<file path="src/rtl/memshare_alloc_sched.sv">
// Allocation-sequence scheduler: buffers request patterns, resolves shared-column
// bank conflicts into ranked sequences and streams one grant mask per sequence.
module memshare_alloc_sched #(
  parameter int unsigned             GRP_SIZE    = 5,
  parameter int unsigned             ADDR_W      = 3,
  parameter int unsigned             MAX_SEQ     = 2,
  parameter int unsigned             TRACK_DEPTH = 4,
  parameter logic [GRP_SIZE-1:0]     SHARE_MASK  = 5'b10101,
  parameter int unsigned             CNT_W       = 16
) (
  input  logic                         sys_clk,
  input  logic                         rstn,
  input  logic                         in_valid,
  output logic                         in_ready,
  input  logic [GRP_SIZE-1:0]          in_flag,
  input  logic [GRP_SIZE*ADDR_W-1:0]   in_addr,
  output logic                         seq_valid,
  input  logic                         seq_ready,
  output logic [GRP_SIZE-1:0]          seq_grant,
  output logic [$clog2(MAX_SEQ):0]     seq_idx,
  output logic                         seq_last,
  input  logic                         stat_clr,
  output logic [CNT_W-1:0]             stat_multi_cnt,
  output logic [CNT_W-1:0]             stat_pat_cnt,
  output logic                         drc_ovf
);

  localparam int unsigned IDX_W    = $clog2(MAX_SEQ) + 1;
  localparam int unsigned PTR_W    = $clog2(TRACK_DEPTH);
  localparam int unsigned CNTF_W   = PTR_W + 1;
  localparam int unsigned RANK_MAX = (GRP_SIZE > MAX_SEQ) ? GRP_SIZE : MAX_SEQ;
  localparam int unsigned RANK_W   = $clog2(RANK_MAX + 1);
  localparam int unsigned MASK_W   = MAX_SEQ * GRP_SIZE;

  typedef enum logic {S_IDLE, S_EMIT} state_t;

  state_t                      r_state, w_state_nxt;
  logic                        w_load, w_push, w_empty, w_last, w_ovf;

  logic [GRP_SIZE-1:0]         r_fifo_flag [TRACK_DEPTH];
  logic [GRP_SIZE*ADDR_W-1:0]  r_fifo_addr [TRACK_DEPTH];
  logic [PTR_W-1:0]            r_wr_ptr, r_rd_ptr;
  logic [CNTF_W-1:0]           r_count;
  logic [GRP_SIZE-1:0]         w_head_flag;
  logic [GRP_SIZE*ADDR_W-1:0]  w_head_addr;

  logic [GRP_SIZE-1:0][GRP_SIZE-1:0] w_hit;
  logic [RANK_W-1:0]           w_rank [GRP_SIZE];
  logic [GRP_SIZE-1:0]         w_drop;
  logic [MASK_W-1:0]           w_masks;
  logic [MAX_SEQ-1:0]          w_used;
  logic [IDX_W-1:0]            w_nseq;

  logic [MASK_W-1:0]           r_masks;
  logic [IDX_W-1:0]            r_nseq, r_idx;
  logic [CNT_W-1:0]            r_pat_cnt, r_multi_cnt;
  logic                        r_ovf;

  assign in_ready    = (r_count != CNTF_W'(TRACK_DEPTH));
  assign w_push      = in_valid && in_ready;
  assign w_empty     = (r_count == '0);
  assign w_head_flag = r_fifo_flag[r_rd_ptr];
  assign w_head_addr = r_fifo_addr[r_rd_ptr];

  // Pattern storage carries no reset; validity is tracked by the count.
  always_ff @(posedge sys_clk) begin
    if (w_push) begin
      r_fifo_flag[r_wr_ptr] <= in_flag;
      r_fifo_addr[r_wr_ptr] <= in_addr;
    end
  end

  always_ff @(posedge sys_clk or negedge rstn) begin
    if (!rstn) begin
      r_wr_ptr <= '0;
      r_rd_ptr <= '0;
      r_count  <= '0;
    end else begin
      if (w_push) r_wr_ptr <= r_wr_ptr + PTR_W'(1);
      if (w_load) r_rd_ptr <= r_rd_ptr + PTR_W'(1);
      case ({w_push, w_load})
        2'b10:   r_count <= r_count + CNTF_W'(1);
        2'b01:   r_count <= r_count - CNTF_W'(1);
        default: r_count <= r_count;
      endcase
    end
  end

  // Rank of a shared requestor = number of earlier shared, flagged requestors on the same bank.
  for (genvar gi = 0; gi < GRP_SIZE; gi++) begin : g_req
    for (genvar gj = 0; gj < GRP_SIZE; gj++) begin : g_cmp
      if (gj < gi) begin : g_lo
        assign w_hit[gi][gj] = SHARE_MASK[gi] && SHARE_MASK[gj] && w_head_flag[gj] &&
                               (w_head_addr[gj*ADDR_W +: ADDR_W] == w_head_addr[gi*ADDR_W +: ADDR_W]);
      end else begin : g_hi
        assign w_hit[gi][gj] = 1'b0;
      end
    end
    assign w_rank[gi] = RANK_W'($countones(w_hit[gi]));
    assign w_drop[gi] = w_head_flag[gi] && (w_rank[gi] >= RANK_W'(MAX_SEQ));
  end

  for (genvar gs = 0; gs < MAX_SEQ; gs++) begin : g_seq
    for (genvar gi = 0; gi < GRP_SIZE; gi++) begin : g_bit
      assign w_masks[gs*GRP_SIZE + gi] = w_head_flag[gi] && (w_rank[gi] == RANK_W'(gs));
    end
    assign w_used[gs] = |w_masks[gs*GRP_SIZE +: GRP_SIZE];
  end

  // Ranks are contiguous from 0, so the populated sequences form a thermometer.
  assign w_ovf  = |w_drop;
  assign w_nseq = (w_used == '0) ? IDX_W'(1) : IDX_W'($countones(w_used));

  assign w_last         = (r_idx == (r_nseq - IDX_W'(1)));
  assign seq_valid      = (r_state == S_EMIT);
  assign seq_last       = seq_valid && w_last;
  assign seq_idx        = r_idx;
  assign seq_grant      = seq_valid ? GRP_SIZE'(r_masks >> (32'(r_idx) * GRP_SIZE)) : '0;
  assign stat_pat_cnt   = r_pat_cnt;
  assign stat_multi_cnt = r_multi_cnt;
  assign drc_ovf        = r_ovf;

  always_ff @(posedge sys_clk or negedge rstn) begin
    if (!rstn) r_state <= S_IDLE;
    else       r_state <= w_state_nxt;
  end

  always_comb begin
    w_state_nxt = r_state;
    w_load      = 1'b0;
    case (r_state)
      S_IDLE: begin
        if (!w_empty) begin
          w_load      = 1'b1;
          w_state_nxt = S_EMIT;
        end
      end
      S_EMIT: begin
        if (seq_ready && w_last) begin
          if (!w_empty) w_load      = 1'b1;
          else          w_state_nxt = S_IDLE;
        end
      end
      default: w_state_nxt = S_IDLE;
    endcase
  end

  always_ff @(posedge sys_clk or negedge rstn) begin
    if (!rstn) begin
      r_masks <= '0;
      r_nseq  <= IDX_W'(1);
      r_idx   <= '0;
    end else begin
      if (w_load) begin
        r_masks <= w_masks;
        r_nseq  <= w_nseq;
      end
      if (w_load || (seq_valid && seq_ready && w_last)) r_idx <= '0;
      else if (seq_valid && seq_ready)                  r_idx <= r_idx + IDX_W'(1);
    end
  end

  // Clear beats a same-cycle increment; an overflowing load still raises the flag.
  always_ff @(posedge sys_clk or negedge rstn) begin
    if (!rstn) begin
      r_pat_cnt   <= '0;
      r_multi_cnt <= '0;
      r_ovf       <= 1'b0;
    end else begin
      if (stat_clr) begin
        r_pat_cnt   <= '0;
        r_multi_cnt <= '0;
      end else if (w_load) begin
        if (r_pat_cnt != '1)                              r_pat_cnt   <= r_pat_cnt + CNT_W'(1);
        if ((w_nseq > IDX_W'(1)) && (r_multi_cnt != '1))  r_multi_cnt <= r_multi_cnt + CNT_W'(1);
      end
      r_ovf <= (r_ovf && !stat_clr) || (w_load && w_ovf);
    end
  end

endmodule
</file>
<file path="config.mk">
export PLATFORM = sky130hd
export DESIGN_NAME = memshare_alloc_sched
export DESIGN_NICKNAME = d
export VERILOG_FILES = /design/src/rtl/memshare_alloc_sched.sv
export SDC_FILE = /design/constraint.sdc
export NUM_CORES = 1
export LEC_CHECK = 0
export CAP_MARGIN = 25
export CORE_MARGIN = 5
export CORE_UTILIZATION = 40
export CTS_BUF_LIST = sky130_fd_sc_hd__clkbuf_16
export DETAILED_ROUTE_END_ITERATION = 7
export GPL_TIMING_DRIVEN = 0
export MAX_ROUTING_LAYER = met4
export PLACE_DENSITY = 0.71
export SETUP_SLACK_MARGIN = 0.2
export SYNTH_ARGS = -nofsm -noshare
export SYNTH_HDL_FRONTEND = slang
export SYNTH_SLANG_ARGS = --single-unit
</file>
<file path="constraint.sdc">
create_clock -name sys_clk -period 6.6 [get_ports sys_clk]
set_input_delay 1.98 -clock sys_clk [delete_from_list [all_inputs] [get_ports sys_clk]]
set_output_delay 1.98 -clock sys_clk [all_outputs]
set_load 0.01 [all_outputs]
</file>
# Yosys cells after proc, flatten, opt, wreduce, memory -nomap -nowiden
# Memory sizes are Yosys's and may differ from the RTL's.
# Cells that the tools add are included.
# classes
multipliers	1
magnitude_cmp	3
reduce_logical	34
n_shift	1
n_bitwise	1
add_sub_neg	10
eq_ne	10
mux	18
# ops
operator	count
16-bit 2-to-1 mux	6
16-bit by 1-bit adder with 16-bit output, second input constant	2
16-bit != test, second input constant	2
1-bit logical AND	17
2-bit nonzero test	5
10-bit by 5-bit right shift with 5-bit output	1
3-bit == test	3
3-bit logical NOT	3
2-bit by 1-bit adder with 2-bit output, second input constant	3
2-bit 2-to-1 mux	3
3-bit one-hot mux with 2 select lines	1
2-bit by 3-bit multiplier with 5-bit output, second input constant	1
1-bit 2-to-1 mux	5
5-bit 2-to-1 mux	1
5-bit OR reduction	1
1-bit by 1-bit adder with 2-bit output	2
2-bit by 1-bit == test with 1-bit output, second input constant	2
1-bit one-hot mux with 2 select lines	2
2-bit AND reduction	2
2-bit OR reduction	2
3-bit by 1-bit adder with 3-bit output, second input constant	1
3-bit != test, second input constant	1
3-bit by 1-bit subtractor with 3-bit output, second input constant	1
2-bit == test	1
9 further kinds	10
# totals
n_memories	2
inputBits	25
elab_cells	90
output_inout_bits	43
regBits	52
ramBits	80
# mem_list
name	words	width	rd	rd_clocked_by_memory_dff	wr	line	rtl
r_fifo_addr	4	15	1	0	1	41	logic [GRP_SIZE*ADDR_W-1:0] r_fifo_addr [TRACK_DEPTH];
r_fifo_flag	4	5	1	0	1	40	logic [GRP_SIZE-1:0] r_fifo_flag [TRACK_DEPTH];

# Logic depth before layout (Yosys ltp)
# An unclocked memory read counts as a cell.
# depth
depth_word	14
mapped_depth	14
mapped_depth_nobuf	11

# Least setup slack after synthesis
# Ideal clock, no wire load.
# synth_timing
kind	input port to flip-flop
start	in seq_ready
end	reg r_count[2]
required_time_ns	6.521
path_buffers	0
setup_time_ns	0.079
arrival_ns	3.732
path_slack_ns	2.789
cell_stages	10
cell_sequence	inv_1 -> o21ai_1 -> nand2_1 -> inv_2 -> ha_1 -> inv_1 -> fa_1 -> xor2_1 -> nor2_1 -> xor2_1
# synth_between
elab_chain_len	5
word_cells_on_any_way	7
cone_classes	eq/ne: 2; mux: 3; reduce/logical: 2
# synth_rtl
item	line	rtl
from (decl)	18	input logic seq_ready,
1-bit logical AND *	139	if (seq_ready && w_last) begin
1-bit 2-to-1 mux *	139	
1-bit one-hot mux with 2 select lines *	131	case (r_state)
named net w_load	38	logic w_load, w_push, w_empty, w_last, w_ovf;
2-bit by 1-bit == test with 1-bit output or 2-bit == test (tied branches)	81	case ({w_push, w_load})
3-bit one-hot mux with 2 select lines or 2-bit nonzero test (tied branches)	--	
to (signal assigned)	82	2'b10: r_count <= r_count + CNTF_W'(1);
to (signal assigned)	83	2'b01: r_count <= r_count - CNTF_W'(1);
to (signal assigned)	84	default: r_count <= r_count;
to (decl)	43	logic [CNTF_W-1:0] r_count;
# The timed path passes the listed nets; every way through them passes the cells marked *.
# A chain may end at the register's enable or synchronous reset.

# Final worst setup path
# Same ends and word-level chain as after synthesis.

==> flow_metrics.env <==
export IMPL_status="finished clean"
export IMPL_clockRootBuffer="clkbuf_16"
export IMPL_cp_end_kind="register"
export IMPL_htreeDepth=3
export IMPL_layout_drive_gt1_share_pct=10.4
export IMPL_grt_max_degree=36
export IMPL_clk_pin_slew_ns=0.07
export IMPL_critPathLaunch="seq_ready"
export IMPL_cts_sink_count=108
export IMPL_grt_pass1_vias=3399
export IMPL_synth_compound_area_share_pct=7.23
export IMPL_core_area_mm2=0.0121
export IMPL_nFillCells=1078
export IMPL_clock_fmax_mhz=228
export IMPL_worst_clock_skew_ns=0.00766
export IMPL_clk_latency_ns=0.35
export IMPL_synthAdderAreaFrac_pct=2.67
export IMPL_drt_initial_drc_count=182
export IMPL_antenna_found_initial=0
export IMPL_syn_inst=392
export IMPL_synth_seq_area_share_pct=60.0
export IMPL_r2r_start="r_rd_ptr[0]"
export IMPL_dp_hpwl_um=7420
export IMPL_ys_ff_latch=108
export IMPL_p_leak_nw=2.22
export IMPL_rsz0062_at_grt="no"
export IMPL_hold_violations=0
export IMPL_cts_tree="done"
export IMPL_die_w_um=121
export IMPL_r2r_slack_ns=3.04
export IMPL_max_slew_margin_pct=48.0
export IMPL_setup_viol=0
export IMPL_fin_nets=499
export IMPL_placed_area_mm2=0.00580
export IMPL_via_per_inst=5.33
export IMPL_synth_top_area_share_pct=33.8
export IMPL_maxCapViolCount=0
export IMPL_syn_nets=427
export IMPL_mostFrequentLayoutCell="clkdlybuf4s50_1"
export IMPL_drtAntennaViolNets=0
export IMPL_synth_distinct_cells=40
export IMPL_power_density_mw_per_mm2=381
export IMPL_routabilityCongestion=0.865
export IMPL_cts_resized=0
export IMPL_grt_ovfl_total=0
export IMPL_syn_area_mm2=0.00497
export IMPL_post_cts_setup_buffer_count=0
export IMPL_arrival_ns=4.66
export IMPL_wl_per_cell_um=16.4
export IMPL_drcViolationCount=0
export IMPL_hold_class="reg -> reg"
export IMPL_synth_area_mux_share_pct=8.94
export IMPL_finalWirelength_um=10500
export IMPL_yosysTopAreaCell="edfxtp_1"
export IMPL_grt_usage_pct=15.2
export IMPL_antennaDiodeCount=0
export IMPL_vdd_ir_drop_max_mv=0.228
export IMPL_area_growth_pct=22.5
export IMPL_cp_data_required_time_ns=6.87
export IMPL_clockBufferDepth=2
export IMPL_worst_setup_path_start_kind="primary input"
export IMPL_final_setup_tns_ns=0
export IMPL_die_area_mm2=0.0148
export IMPL_slew_viol_final=0
export IMPL_mostFrequentLayoutCells="59 x clkdlybuf4s50_1, 56 x edfxtp_1, 51 x dfrtp_1, 26 x nand2_1, 25 x a21oi_1"
export IMPL_finalCritPeriodShare_pct=66.4
export IMPL_crit_path_end="r_count[2]"
export IMPL_synth_xor_area_share_pct=3.17
export IMPL_synth_top_family_by_area="simple AND/OR/NAND/NOR gates"
export IMPL_start_util_pct=41.0
export IMPL_vias=3395
export IMPL_num_rows=40
export IMPL_grt_pass1_wl_um=17100
export IMPL_num_io_pins=68
export IMPL_yosys_top_cells_area="edfxtp_1 34%, dfrtp_1 26%, mux4_2 6.3%, a21oi_1 2.5%, xnor2_1 2.5%"
export IMPL_cp_max_fo=10
export IMPL_first_pass_iters=4
export IMPL_worstRegToRegCells=14
export IMPL_syn_avg_cell_area_um2=12.7
export IMPL_worst_pin_slew_ns=0.780
export IMPL_r2r_end="stat_multi_cnt[1]"
export IMPL_yosysWarnings=0
export IMPL_crit_type="in -> reg"
export IMPL_design_area_mm2=0.00609
export IMPL_holdBufCountCts=0
export IMPL_min_period_ns=4.39
export IMPL_numPortBuffers=60
export IMPL_synth_simple_gate_area_share_pct=15.1
export IMPL_die_h_um=121
export IMPL_cts_inserted_buffers=9
[stage by stage]
stage	utilization, %	total power [mW]	hold WS, ns	instances	setup WS [ns]
2_1_floorplan	-	1.52	0.438	392	2.79
3_3_place_gp	47.7	1.78	0.451	620	1.90
6_report	50.2	2.32	0.471	637	2.21
3_5_place_dp	47.9	1.82	0.461	621	1.86
5_1_grt	50.2	2.48	0.509	637	1.96
4_1_cts	50.2	2.35	0.477	637	2.21
[how the worst min path moves through the flow]
stage	startpoint	endpoint	slack [ns]	cells after the start
6_report	r_masks[7]	r_masks[7]	0.47	2
5_1_grt	r_masks[7]	r_masks[7]	0.51	2
4_1_cts	r_masks[7]	r_masks[7]	0.48	2
3_5_place_dp	r_masks[7]	r_masks[7]	0.46	2
3_3_place_gp	r_masks[7]	r_masks[7]	0.45	2
2_1_floorplan	r_masks[7]	r_masks[7]	0.44	2
[worst max-delay path, cell delays in order]
cell and delay, ns:
clkdlybuf4s50_1 0.50, inv_1 0.06, o21ai_1 0.44, nand2_1 0.35, inv_2 0.25, ha_1 0.23, inv_1 0.06, fa_1 0.37
xor2_1 0.15, nor2_1 0.11, xor2_1 0.15
[cell families after synthesis]
| kind of cell | after synthesis |
|---|---|
| XOR/XNOR | 18 |
| AND/OR/NAND/NOR | 133 |
| AO/OA/AOI/OAI | 63 |
| buffers and inverters | 34 |
| adder cells (fa/ha/maj) | 10 |
| flip-flops | 108 |
| multiplexers | 26 |
[per-layer routing]
| layer | global-route usage (%) | wire length (µm) | vias up |
|---|---|---|---|
| li1 | - | - | 1614 |
| met4 | 2.94 | 72 | 0 |
| met5 | - | 0 | - |
| met1 | 18.1 | 4390 | 1679 |
| met2 | 26.1 | 5390 | 95 |
| met3 | 4.24 | 605 | 7 |
[flip-flops by register name (all words and copies together), names as in the netlist]
register,count
r_masks,7
r_fifo_flag,20
seq_idx,2
seq_valid,1
r_wr_ptr,2
r_nseq,2
r_rd_ptr,2
drc_ovf,1
stat_multi_cnt,16
r_fifo_addr,36
r_count,3
stat_pat_cnt,16
[area by class of cell]
type,count,area [µm²],area share (%)
flip-flops and latches,108,2980,49.0
clock buffers,9,225,3.70
inverters,16,60.1,0.987
plain buffers,18,80.1,1.32
well taps,168,210,3.45
repair buffers,61,616,10.1
clock inverters,7,65.1,1.07
multi-input cells,250,1850,30.3
[cells in the mapped netlist (all sizes together)]
| cell type | number |
|---|---|
| xnor2 | 14 |
| or3 | 9 |
| or2 | 1 |
| nand2 | 26 |
| and4 | 8 |
| buf | 6 |
| o31ai | 15 |
| o22ai | 1 |
| fa | 1 |
| nor4 | 3 |
| nor3 | 3 |
| dfstp | 1 |
| inv | 16 |
| mux2i | 5 |
| dfrtp | 51 |
| or3b | 2 |
| nor2b | 7 |
| nor4b | 1 |
| nand4b | 1 |
| mux4 | 14 |
| xor2 | 4 |
| nand3 | 18 |
| a211oi | 1 |
| nand4 | 6 |
| or4 | 15 |
| clkbuf | 12 |
| nand2b | 3 |
| ha | 9 |
| a21o | 1 |
| mux2 | 7 |
| nor2 | 15 |
| edfxtp | 56 |
| a21oi | 25 |
| and3 | 8 |
| o21ai | 20 |
| and2 | 7 |
[power breakdown]
part	total, mW	internal (mW)	switching, mW
clock network	0.523	0.266	0.257
logic	0.879	0.385	0.493
registers	0.915	0.849	0.0661
total	2.32	1.50	0.817
(Power assumes the default switching activity.)
